### src/rtl/aes_pkg.sv
// Shared AES definitions: key-mode encodings, Nk/Nr lookups, GF(2^8) xtime, RotWord.
package aes_pkg;

    localparam int unsigned WORD_W = 32;
    localparam int unsigned MAX_NR = 14;

    typedef enum logic [1:0] {
        KEY_128 = 2'b00,
        KEY_192 = 2'b01,
        KEY_256 = 2'b10,
        KEY_ILL = 2'b11
    } key_mode_e;

    typedef enum logic [1:0] {
        ST_IDLE   = 2'b00,
        ST_LOAD   = 2'b01,
        ST_EXPAND = 2'b10,
        ST_DONE   = 2'b11
    } kx_state_e;

    // Key length in 32-bit words; 0 flags an illegal mode.
    function automatic logic [3:0] mode_nk(input logic [1:0] mode);
        case (mode)
            KEY_128: return 4'd4;
            KEY_192: return 4'd6;
            KEY_256: return 4'd8;
            default: return 4'd0;
        endcase
    endfunction

    // Number of cipher rounds for a mode; 0 flags an illegal mode.
    function automatic logic [3:0] mode_nr(input logic [1:0] mode);
        case (mode)
            KEY_128: return 4'd10;
            KEY_192: return 4'd12;
            KEY_256: return 4'd14;
            default: return 4'd0;
        endcase
    endfunction

    // Multiply by x in GF(2^8) modulo x^8+x^4+x^3+x+1.
    function automatic logic [7:0] xtime(input logic [7:0] b);
        return {b[6:0], 1'b0} ^ (b[7] ? 8'h1b : 8'h00);
    endfunction

    // Cyclic left rotate of a word by one byte.
    function automatic logic [WORD_W-1:0] rot_word(input logic [WORD_W-1:0] w);
        return {w[23:0], w[31:24]};
    endfunction

endpackage

### src/rtl/aes_sbox_word.sv
// Four parallel AES S-box lookups on a 32-bit word (shared with SubBytes).
module aes_sbox_word
    import aes_pkg::*;
(
    input  logic [WORD_W-1:0] i_word,
    output logic [WORD_W-1:0] o_word_c
);

    localparam logic [0:255][7:0] SBOX = {
        128'h637c777bf26b6fc53001672bfed7ab76,
        128'hca82c97dfa5947f0add4a2af9ca472c0,
        128'hb7fd9326363ff7cc34a5e5f171d83115,
        128'h04c723c31896059a071280e2eb27b275,
        128'h09832c1a1b6e5aa0523bd6b329e32f84,
        128'h53d100ed20fcb15b6acbbe394a4c58cf,
        128'hd0efaafb434d338545f9027f503c9fa8,
        128'h51a3408f929d38f5bcb6da2110fff3d2,
        128'hcd0c13ec5f974417c4a77e3d645d1973,
        128'h60814fdc222a908846eeb814de5e0bdb,
        128'he0323a0a4906245cc2d3ac629195e479,
        128'he7c8376d8dd54ea96c56f4ea657aae08,
        128'hba78252e1ca6b4c6e8dd741f4bbd8b8a,
        128'h703eb5664803f60e613557b986c11d9e,
        128'he1f8981169d98e949b1e87e9ce5528df,
        128'h8ca1890dbfe6426841992d0fb054bb16
    };

    // Byte-wise substitution, lanes independent.
    always_comb begin
        o_word_c = '0;
        for (int unsigned b = 0; b < 4; b++) begin
            o_word_c[8*b +: 8] = SBOX[i_word[8*b +: 8]];
        end
    end

endmodule

### src/rtl/aes_key_expander.sv
// Iterative AES-128/192/256 key schedule: one 32-bit word per clock into a register
// array, round keys served through an indexed combinational read port.
// Optional macro AES_KEYEXP_TRACE_EN: simulation-only dump of each completed round key.
module aes_key_expander
    import aes_pkg::*;
#(
    parameter int unsigned MAX_KEY_BITS = 256
) (
    input  logic                    clk,
    input  logic                    rst_,
    input  logic [MAX_KEY_BITS-1:0] key_in,
    input  logic [1:0]              key_mode,
    input  logic                    start,
    output logic                    busy,
    output logic                    done,
    output logic                    keys_valid,
    output logic                    mode_err,
    output logic [3:0]              num_rounds,
    input  logic [3:0]              rk_rd_idx,
    output logic [127:0]            rk_rd_data
);

    localparam int unsigned MAX_NK    = MAX_KEY_BITS / WORD_W;
    localparam int unsigned KX_MAX_NR = MAX_NK + 6;
    localparam int unsigned MAX_WORDS = 4 * (KX_MAX_NR + 1);
    localparam int unsigned IDX_W     = $clog2(MAX_WORDS);

    kx_state_e         r_state;
    kx_state_e         w_state_nxt;
    logic              w_start_ok;
    logic              w_start_bad;
    logic [3:0]        w_mode_nk;
    logic              w_mode_ok;

    logic [3:0]        r_nk;
    logic [3:0]        r_nr;
    logic [IDX_W-1:0]  r_i;
    logic [2:0]        r_kcnt;
    logic [7:0]        r_rcon;
    logic              r_busy;
    logic              r_done;
    logic              r_keys_valid;
    logic              r_mode_err;
    logic [3:0]        r_num_rounds;
    logic [WORD_W-1:0] r_w [MAX_WORDS];

    logic [WORD_W-1:0] w_prev;
    logic [WORD_W-1:0] w_back;
    logic [WORD_W-1:0] w_sub_in;
    logic [WORD_W-1:0] w_sub;
    logic [WORD_W-1:0] w_temp;
    logic [WORD_W-1:0] w_new;
    logic              w_last;

    assign w_mode_nk = mode_nk(key_mode);
    assign w_mode_ok = (w_mode_nk != 4'd0) && ((32'(w_mode_nk) * 32'(WORD_W)) <= MAX_KEY_BITS);

    // State register.
    always_ff @(posedge clk or negedge rst_) begin
        if (!rst_) r_state <= ST_IDLE;
        else       r_state <= w_state_nxt;
    end

    // Next-state and start qualification.
    always_comb begin
        w_state_nxt = r_state;
        w_start_ok  = 1'b0;
        w_start_bad = 1'b0;
        case (r_state)
            ST_IDLE, ST_DONE: begin
                if (start) begin
                    if (w_mode_ok) begin
                        w_start_ok  = 1'b1;
                        w_state_nxt = ST_LOAD;
                    end else begin
                        w_start_bad = 1'b1;
                    end
                end
            end
            ST_LOAD:   w_state_nxt = ST_EXPAND;
            ST_EXPAND: if (w_last) w_state_nxt = ST_DONE;
            default:   w_state_nxt = ST_IDLE;
        endcase
    end

    // Schedule recurrence for word i; the i%Nk counter replaces a generic modulo.
    assign w_prev   = r_w[r_i - IDX_W'(1)];
    assign w_back   = r_w[r_i - IDX_W'(r_nk)];
    assign w_sub_in = (r_kcnt == 3'd0) ? rot_word(w_prev) : w_prev;
    assign w_last   = (r_i == IDX_W'({r_nr, 2'b11}));

    aes_sbox_word u_sbox (
        .i_word   (w_sub_in),
        .o_word_c (w_sub)
    );

    // Select the temp word per i%Nk position.
    always_comb begin
        w_temp = w_prev;
        if (r_kcnt == 3'd0) begin
            w_temp = w_sub ^ {r_rcon, 24'h0};
        end else if ((r_nk == 4'd8) && (r_kcnt == 3'd4)) begin
            w_temp = w_sub;
        end
        w_new = w_back ^ w_temp;
    end

    // Control, counters and registered status outputs.
    always_ff @(posedge clk or negedge rst_) begin
        if (!rst_) begin
            r_nk         <= 4'd0;
            r_nr         <= 4'd0;
            r_i          <= '0;
            r_kcnt       <= 3'd0;
            r_rcon       <= 8'h01;
            r_busy       <= 1'b0;
            r_done       <= 1'b0;
            r_keys_valid <= 1'b0;
            r_mode_err   <= 1'b0;
            r_num_rounds <= 4'd0;
        end else begin
            r_done     <= (r_state == ST_EXPAND) && w_last;
            r_mode_err <= w_start_bad;
            if (w_start_ok) begin
                r_nk         <= w_mode_nk;
                r_nr         <= mode_nr(key_mode);
                r_busy       <= 1'b1;
                r_keys_valid <= 1'b0;
                r_num_rounds <= 4'd0;
            end
            if (r_state == ST_LOAD) begin
                r_i    <= IDX_W'(r_nk);
                r_kcnt <= 3'd0;
                r_rcon <= 8'h01;
            end
            if (r_state == ST_EXPAND) begin
                r_i    <= r_i + IDX_W'(1);
                r_kcnt <= (r_kcnt == 3'(r_nk - 4'd1)) ? 3'd0 : r_kcnt + 3'd1;
                if (r_kcnt == 3'd0) r_rcon <= xtime(r_rcon);
                if (w_last) begin
                    r_busy       <= 1'b0;
                    r_keys_valid <= 1'b1;
                    r_num_rounds <= r_nr;
                end
            end
        end
    end

    // Schedule storage; not reset, reads are gated by keys_valid.
    always_ff @(posedge clk) begin
        if (r_state == ST_LOAD) begin
            for (int unsigned j = 0; j < MAX_NK; j++) begin
                if (4'(j) < r_nk) r_w[IDX_W'(j)] <= key_in[MAX_KEY_BITS-1-WORD_W*j -: WORD_W];
            end
        end else if (r_state == ST_EXPAND) begin
            r_w[r_i] <= w_new;
        end
    end

    // Indexed round-key read, zero when invalid or beyond Nr.
    always_comb begin
        rk_rd_data = '0;
        if (r_keys_valid && (rk_rd_idx <= r_nr)) begin
            for (int unsigned k = 0; k < 4; k++) begin
                rk_rd_data[127-WORD_W*k -: WORD_W] = r_w[IDX_W'({rk_rd_idx, 2'b00}) + IDX_W'(k)];
            end
        end
    end

    assign busy       = r_busy;
    assign done       = r_done;
    assign keys_valid = r_keys_valid;
    assign mode_err   = r_mode_err;
    assign num_rounds = r_num_rounds;

`ifdef AES_KEYEXP_TRACE_EN
    // Print each round key as it completes, bytes in column-major 4x4 layout.
    always @(posedge clk) begin
        if ((r_state == ST_EXPAND) && (r_i[1:0] == 2'b11)) begin
            $display("aes_key_expander: round %0d", r_i >> 2);
            for (int r = 0; r < 4; r++) begin
                $display("  %h %h %h %h",
                         r_w[r_i - IDX_W'(3)][31-8*r -: 8], r_w[r_i - IDX_W'(2)][31-8*r -: 8],
                         w_prev[31-8*r -: 8], w_new[31-8*r -: 8]);
            end
        end
    end
`else
    // Trace disabled: nothing compiled.
`endif

endmodule

### config.mk
export PLATFORM = sky130hd
export DESIGN_NAME = aes_key_expander
export DESIGN_NICKNAME = d
export VERILOG_FILES = /design/src/rtl/aes_pkg.sv /design/src/rtl/aes_sbox_word.sv /design/src/rtl/aes_key_expander.sv
export SDC_FILE = /design/constraint.sdc
export NUM_CORES = 2
export LEC_CHECK = 0
export ABC_CLOCK_PERIOD_IN_PS = 9060
export CAP_MARGIN = 10
export CELL_PAD_IN_SITES_DETAIL_PLACEMENT = 1
export CELL_PAD_IN_SITES_GLOBAL_PLACEMENT = 2
export CORE_MARGIN = 1.5
export CORE_UTILIZATION = 30
export CTS_CLUSTER_SIZE = 12
export DETAILED_ROUTE_END_ITERATION = 10
export GPL_ROUTABILITY_DRIVEN = 0
export PLACE_DENSITY_LB_ADDON = 0.1
export SYNTH_ARGS = -nofsm -noshare
export SYNTH_HDL_FRONTEND = slang
export SYNTH_SLANG_ARGS = --single-unit
### constraint.sdc
create_clock -name clk -period 9.06 [get_ports clk]
set_clock_uncertainty 0.05 [all_clocks]
set_input_delay 1.812 -clock clk [delete_from_list [all_inputs] [get_ports clk]]
set_output_delay 1.812 -clock clk [all_outputs]
set_load 0.005 [all_outputs]
---- Word level (Yosys, flattened, before mapping) ----
Memories as Yosys holds them, arrays and structs flattened.
Cells that the tools add are included.
Widths: inputs -> output; s select.
word-level totals
  flip-flop bits (word level) ............. 35
  bits in writable memories ............... 1920
  ROM bits ................................ 8192
  bits of input ports ..................... 265
  logic and storage cells ................. 141
  memories kept ........................... 5
operators by class
  add/subtract/negate cells ............... 8
  magnitude comparators ................... 14
  equal/unequal tests ..................... 12
  mux-type cells .......................... 72
  bitwise logic cells ..................... 7
  reductions and logical operators ........ 12
memories
  memory           depth  bits a word  read ports  clocked after Yosys merged registers in  write ports  RTL line                RTL
  (no name shown)  256    8            1           0                                        0            aes_sbox_word.sv:32     o_word_c[8*b +: 8] = SBOX[i_word[8*b +: 8]];
  (no name shown)  256    8            1           0                                        0            aes_sbox_word.sv:32
  (no name shown)  256    8            1           0                                        0            aes_sbox_word.sv:32
  (no name shown)  256    8            1           0                                        0            aes_sbox_word.sv:32
  r_w              60     32           6           0                                        8            aes_key_expander.sv:45  logic [WORD_W-1:0] r_w [MAX_WORDS];
operators with widths
  operator             count
  $mux 128             1
  $mux 32              4
  $mux 8               11
  $xor 32x32->32       2
  $mux 1               40
  $ge 9x9->1 const B   4
  $not 8->9            4
  $reduce_or 32->1     1
  $pmux 4 s3           2
  $mux 6               3
  $lt 3x4->1 const A   4
  $add 6x1->6 const B  2
  $add 6x2->6 const B  2
  $mux 4               3
  $le 9x9->1 const B   1
  $mux 3               3
  $lt 1x4->1 const A   2
  $lt 2x4->1 const A   2
  $xor 8x5->8          1
  $eq 2x2->1 const B   3
  $eq 6x6->1           1
  $mux 2               3
  $ne 2x2->1 const B   3
  $pmux 2 s3           1
  other kinds (17)     22

---- Longest topological paths before layout ----
An unclocked memory read counts as a cell.
  word-level depth ........................ 11
  mapped depth ............................ 34
  mapped depth without buffers ............ 20

---- Modules after synthesis ----
A second synthesis with hierarchy kept.
second synthesis, totals
  cell total of the unflattened synthesis .. 9337
  area, all modules ....................... 131849.0 sq um
modules (own cells, without submodules)
  module            times used  cells an instance  area each (sq um)  sequential area each (sq um)
  aes_key_expander  1           7152               118079.5           62326.0
  aes_sbox_word     1           2185               13769.5            0.0

---- Worst setup path before layout ----
OpenSTA, ideal clock, no wires.
  path type ............................... reg2reg
  from .................................... register r_i[0]
  to ...................................... memory r_w[10][26], data pin
  setup time .............................. 495 ps
  arrival time ............................ 7940 ps
  required time ........................... 8515 ps
  path slack .............................. 576 ps
  cell stages (with the launch flop) ...... 32
  path buffers ............................ 11
  cells stage by stage .................... dfrtp_1 -> buf_6 -> buf_12 -> buf_12 -> buf_12 -> inv_2 -> buf_1 -> ha_1 -> buf_2 -> xor2_2 -> buf_2 -> mux4_2 -> mux2_2 -> o22ai_1 -> o32a_1 -> nand2_2 -> inv_1 -> buf_2 -> buf_2 -> ha_1 -> clkbuf_1 -> inv_1 -> o21ai_0 -> o211ai_1 -> a21oi_1 -> a211oi_1 -> a211oi_1 -> nor4_1 -> nor3b_1 -> buf_2 -> nor2_1 -> xor2_1
RTL lines
  item                    RTL line                 RTL
  from (decl)             aes_key_expander.sv:37   logic [IDX_W-1:0] r_i;
  from (signal assigned)  aes_key_expander.sv:132  r_i <= IDX_W'(r_nk);
  from (signal assigned)  aes_key_expander.sv:137  r_i <= r_i + IDX_W'(1);
  to (decl)               aes_key_expander.sv:45

==> results_dict.tcl <==
set metrics [dict create \
    cp-end-kind "register" \
    dpl.hpwl_mm 458 \
    drive_gt1_share_pct 36.5 \
    maxCapViolCount 0 \
    cts-buffers-inserted 262 \
    period_share_pct 97.5 \
    synthFlopType "edfxtp_1" \
    clockBufferDepth 4 \
    max_freq_mhz 113 \
    viasPerCell 6.71 \
    fin_cells 14500 \
    rows 242 \
    path_cells "inv_2, ha_4, xnor2_2, buf_12, buf_4, mux2i_1, a32o_1, o32a_1, nand2_2, inv_1, buf_4, ha_1, buf_4, nor2_1, o311ai_0, a311oi_1, a211oi_1, nor3_1, o22ai_1, buf_4, nor2_1, xor2_4, buf_4" \
    io_buffers 400 \
    hold_path.class "reg2reg" \
    pre_cts_ws_ps 474 \
    critPathTopFamily "compound AO/OA/AOI/OAI gates" \
    area.sequential_um2 62300 \
    setup_viol 0 \
    cp.required_ps 9670 \
    syn2layout_area_growth_pct 16.6 \
    synth_top_area_share_pct 47.1 \
    drtPass1Iterations 8 \
    cp_slowest_cell "mux2i_1" \
    grt_use_total_pct 31.0 \
    ys_seq_area_share_pct 47.7 \
    antenna_found_initial 47 \
    synth.net_count 8499 \
    async_flop_share_pct 1.59 \
    yosysUniqueCellTypes 121 \
    drc 0 \
    cp_num_buf_inv 8 \
    slew_headroom_pct 11.7 \
    period_needed_ps 8830 \
    syn_area_per_cell_um2 16.0 \
    path_clk_slew_ps 60 \
    ys_ff_latch 2081 \
    routed_wl_mm 699 \
    worstMarginPinSlew_ps 1320 \
    slew_violations 0 \
    cts-resized-gates 0 \
    max_stage_delay_ps 840 \
    postSynthCellCount 8156 \
    mostFrequentLayoutCells "edfxtp_1, mux4_2, nand2_1" \
    synth_area_leaders "edfxtp_1, mux4_2, nand2_1, mux2_2, clkbuf_1" \
    final_common_cell "edfxtp_1" \
    final_area_um2 152000 \
    hold_viol 0 \
    fin_nets 8880 \
    dr_total_vias 97300 \
    syn-cell-area_um2 131000 \
    ant_nets 0 \
    grt_pass1_wl_mm 929 \
    worstSkewPairLatency_ps 970 \
    worstPathArrival_ps 9440 \
    grt.overflow.total 0 \
    dieHeight_um 663 \
    cts_tree "done" \
    cts.sinks 2081 \
    yosysWarnings 0 \
    start_util_pct 30.1 \
    cts-root-buf "clkbuf_16" \
    first_iter_violations 14600 \
    grt_pass1_vias 96400 \
    core-area_um2 434000 \
    crit_fanout 56 \
    rsz0062_at_grt "no" \
    run_status "completed" \
    placedCellCount 14000 \
    routedWlPerCell_um 48.2 \
    worst_path_most_repeated_cell "buf_4" \
    worst_setup_path_start_kind "register" \
    synth_edf_count 2048 \
    post_dp_cell_area_um2 144000 \
    postCtsSetupBuffers 0 \
    yosys.area.top_type "edfxtp_1" \
    die_w_um 663 \
    cts_hold_buf 0 \
    multi_input_area_um2 65300 \
    fill_cells 43700 \
    die_area_um2 440000 \
    htree_levels 5 \
    grt_max_degree 156 \
    setup_slack_ps 229 \
    crit_type "reg2reg" \
    pin_count 401 \
]
-- final timing paths --
| kind | start | to | slack [ps] | depth (start not counted) |
|---|---|---|---|---|
| setup / recovery | r_i[0] | r_w[63][26] | 230 | 23 |
| setup reg to reg | r_i[0] | r_w[63][26] | 230 | 23 |
| hold reg to reg | busy | busy | 470 | 2 |
| max in group asynchronous | rst_ | r_i[4] | 7480 | 2 |
| hold / removal | busy | busy | 470 | 2 |
| min in group asynchronous | rst_ | mode_err | 950 | 2 |
-- sequential cells by signal, indices dropped and copies added, names as in the netlist --
name	flops
r_nr	3
mode_err	1
num_rounds	4
r_i	6
keys_valid	1
r_rcon	8
r_nk	3
busy	1
r_w	2048
r_kcnt	3
r_state	2
done	1
-- layout make-up --
type,instances,share of cell area [%]
antenna,31,0.0509
clock buffer,309,4.50
timing repair buffer,915,5.67
inverter,100,0.248
tap,5734,4.71
sequential,2081,40.9
multi-input combinational,5177,42.9
clock inverter,151,1.04
-- synthesized netlist by cell type (37+ instances only) --
master	instances
a211oi_1	85
a21oi_1	236
a311oi_1	42
a31oi_1	67
and3_1	42
buf_1	74
buf_2	225
buf_4	43
clkbuf_1	415
edfxtp_1	2048
ha_1	77
inv_1	84
mux2_2	170
mux2i_1	92
mux4_2	1898
nand2_1	551
nand3_1	105
nand4_1	69
nor2_1	339
nor2b_1	139
nor3_1	98
o211ai_1	77
o21ai_0	255
o21ai_1	63
o311ai_0	40
o31ai_1	37
-- logic make-up (layout without fill, tap and decap cells) --
group,count (synthesis),in the layout,synth area share [%]
AO/OA/AOI/OAI,1299,1299,6.80
XOR/XNOR,61,61,0.518
adder cells (fa/ha/maj),78,78,0.753
buffers and inverters,898,1475,3.21
flip-flops,2081,2081,47.7
multiplexers,2195,2195,35.4
other,0,31,0
AND/OR/NAND/NOR,1544,1544,5.67
-- metrics by stage --
step	TNS (ps)	hold WS (ps)	util, %
after floorplan	0	423	-
after detailed placement	0	465	33.1
final	0	466	35.1
after global placement	-15180	455	33.1
after CTS	0	472	35.1
after global routing	0	522	35.1
-- worst min-delay path, stage by stage (launching register included) --
cell	delay, ps
dfrtp_1	370
inv_1	50
a21oi_1	50
-- metal layers --
| metal | share of wire, % | track usage [%] |
|---|---|---|
| met1 | 40 | 41.5 |
| met2 | 45 | 47.6 |
| met3 | 9.8 | 7.72 |
| met4 | 5.2 | 13.7 |
| met5 | 0.019 | 0 |
Power is not shown: default switching activity piles up to over one toggle a cycle in this logic, so the estimate is an artifact.
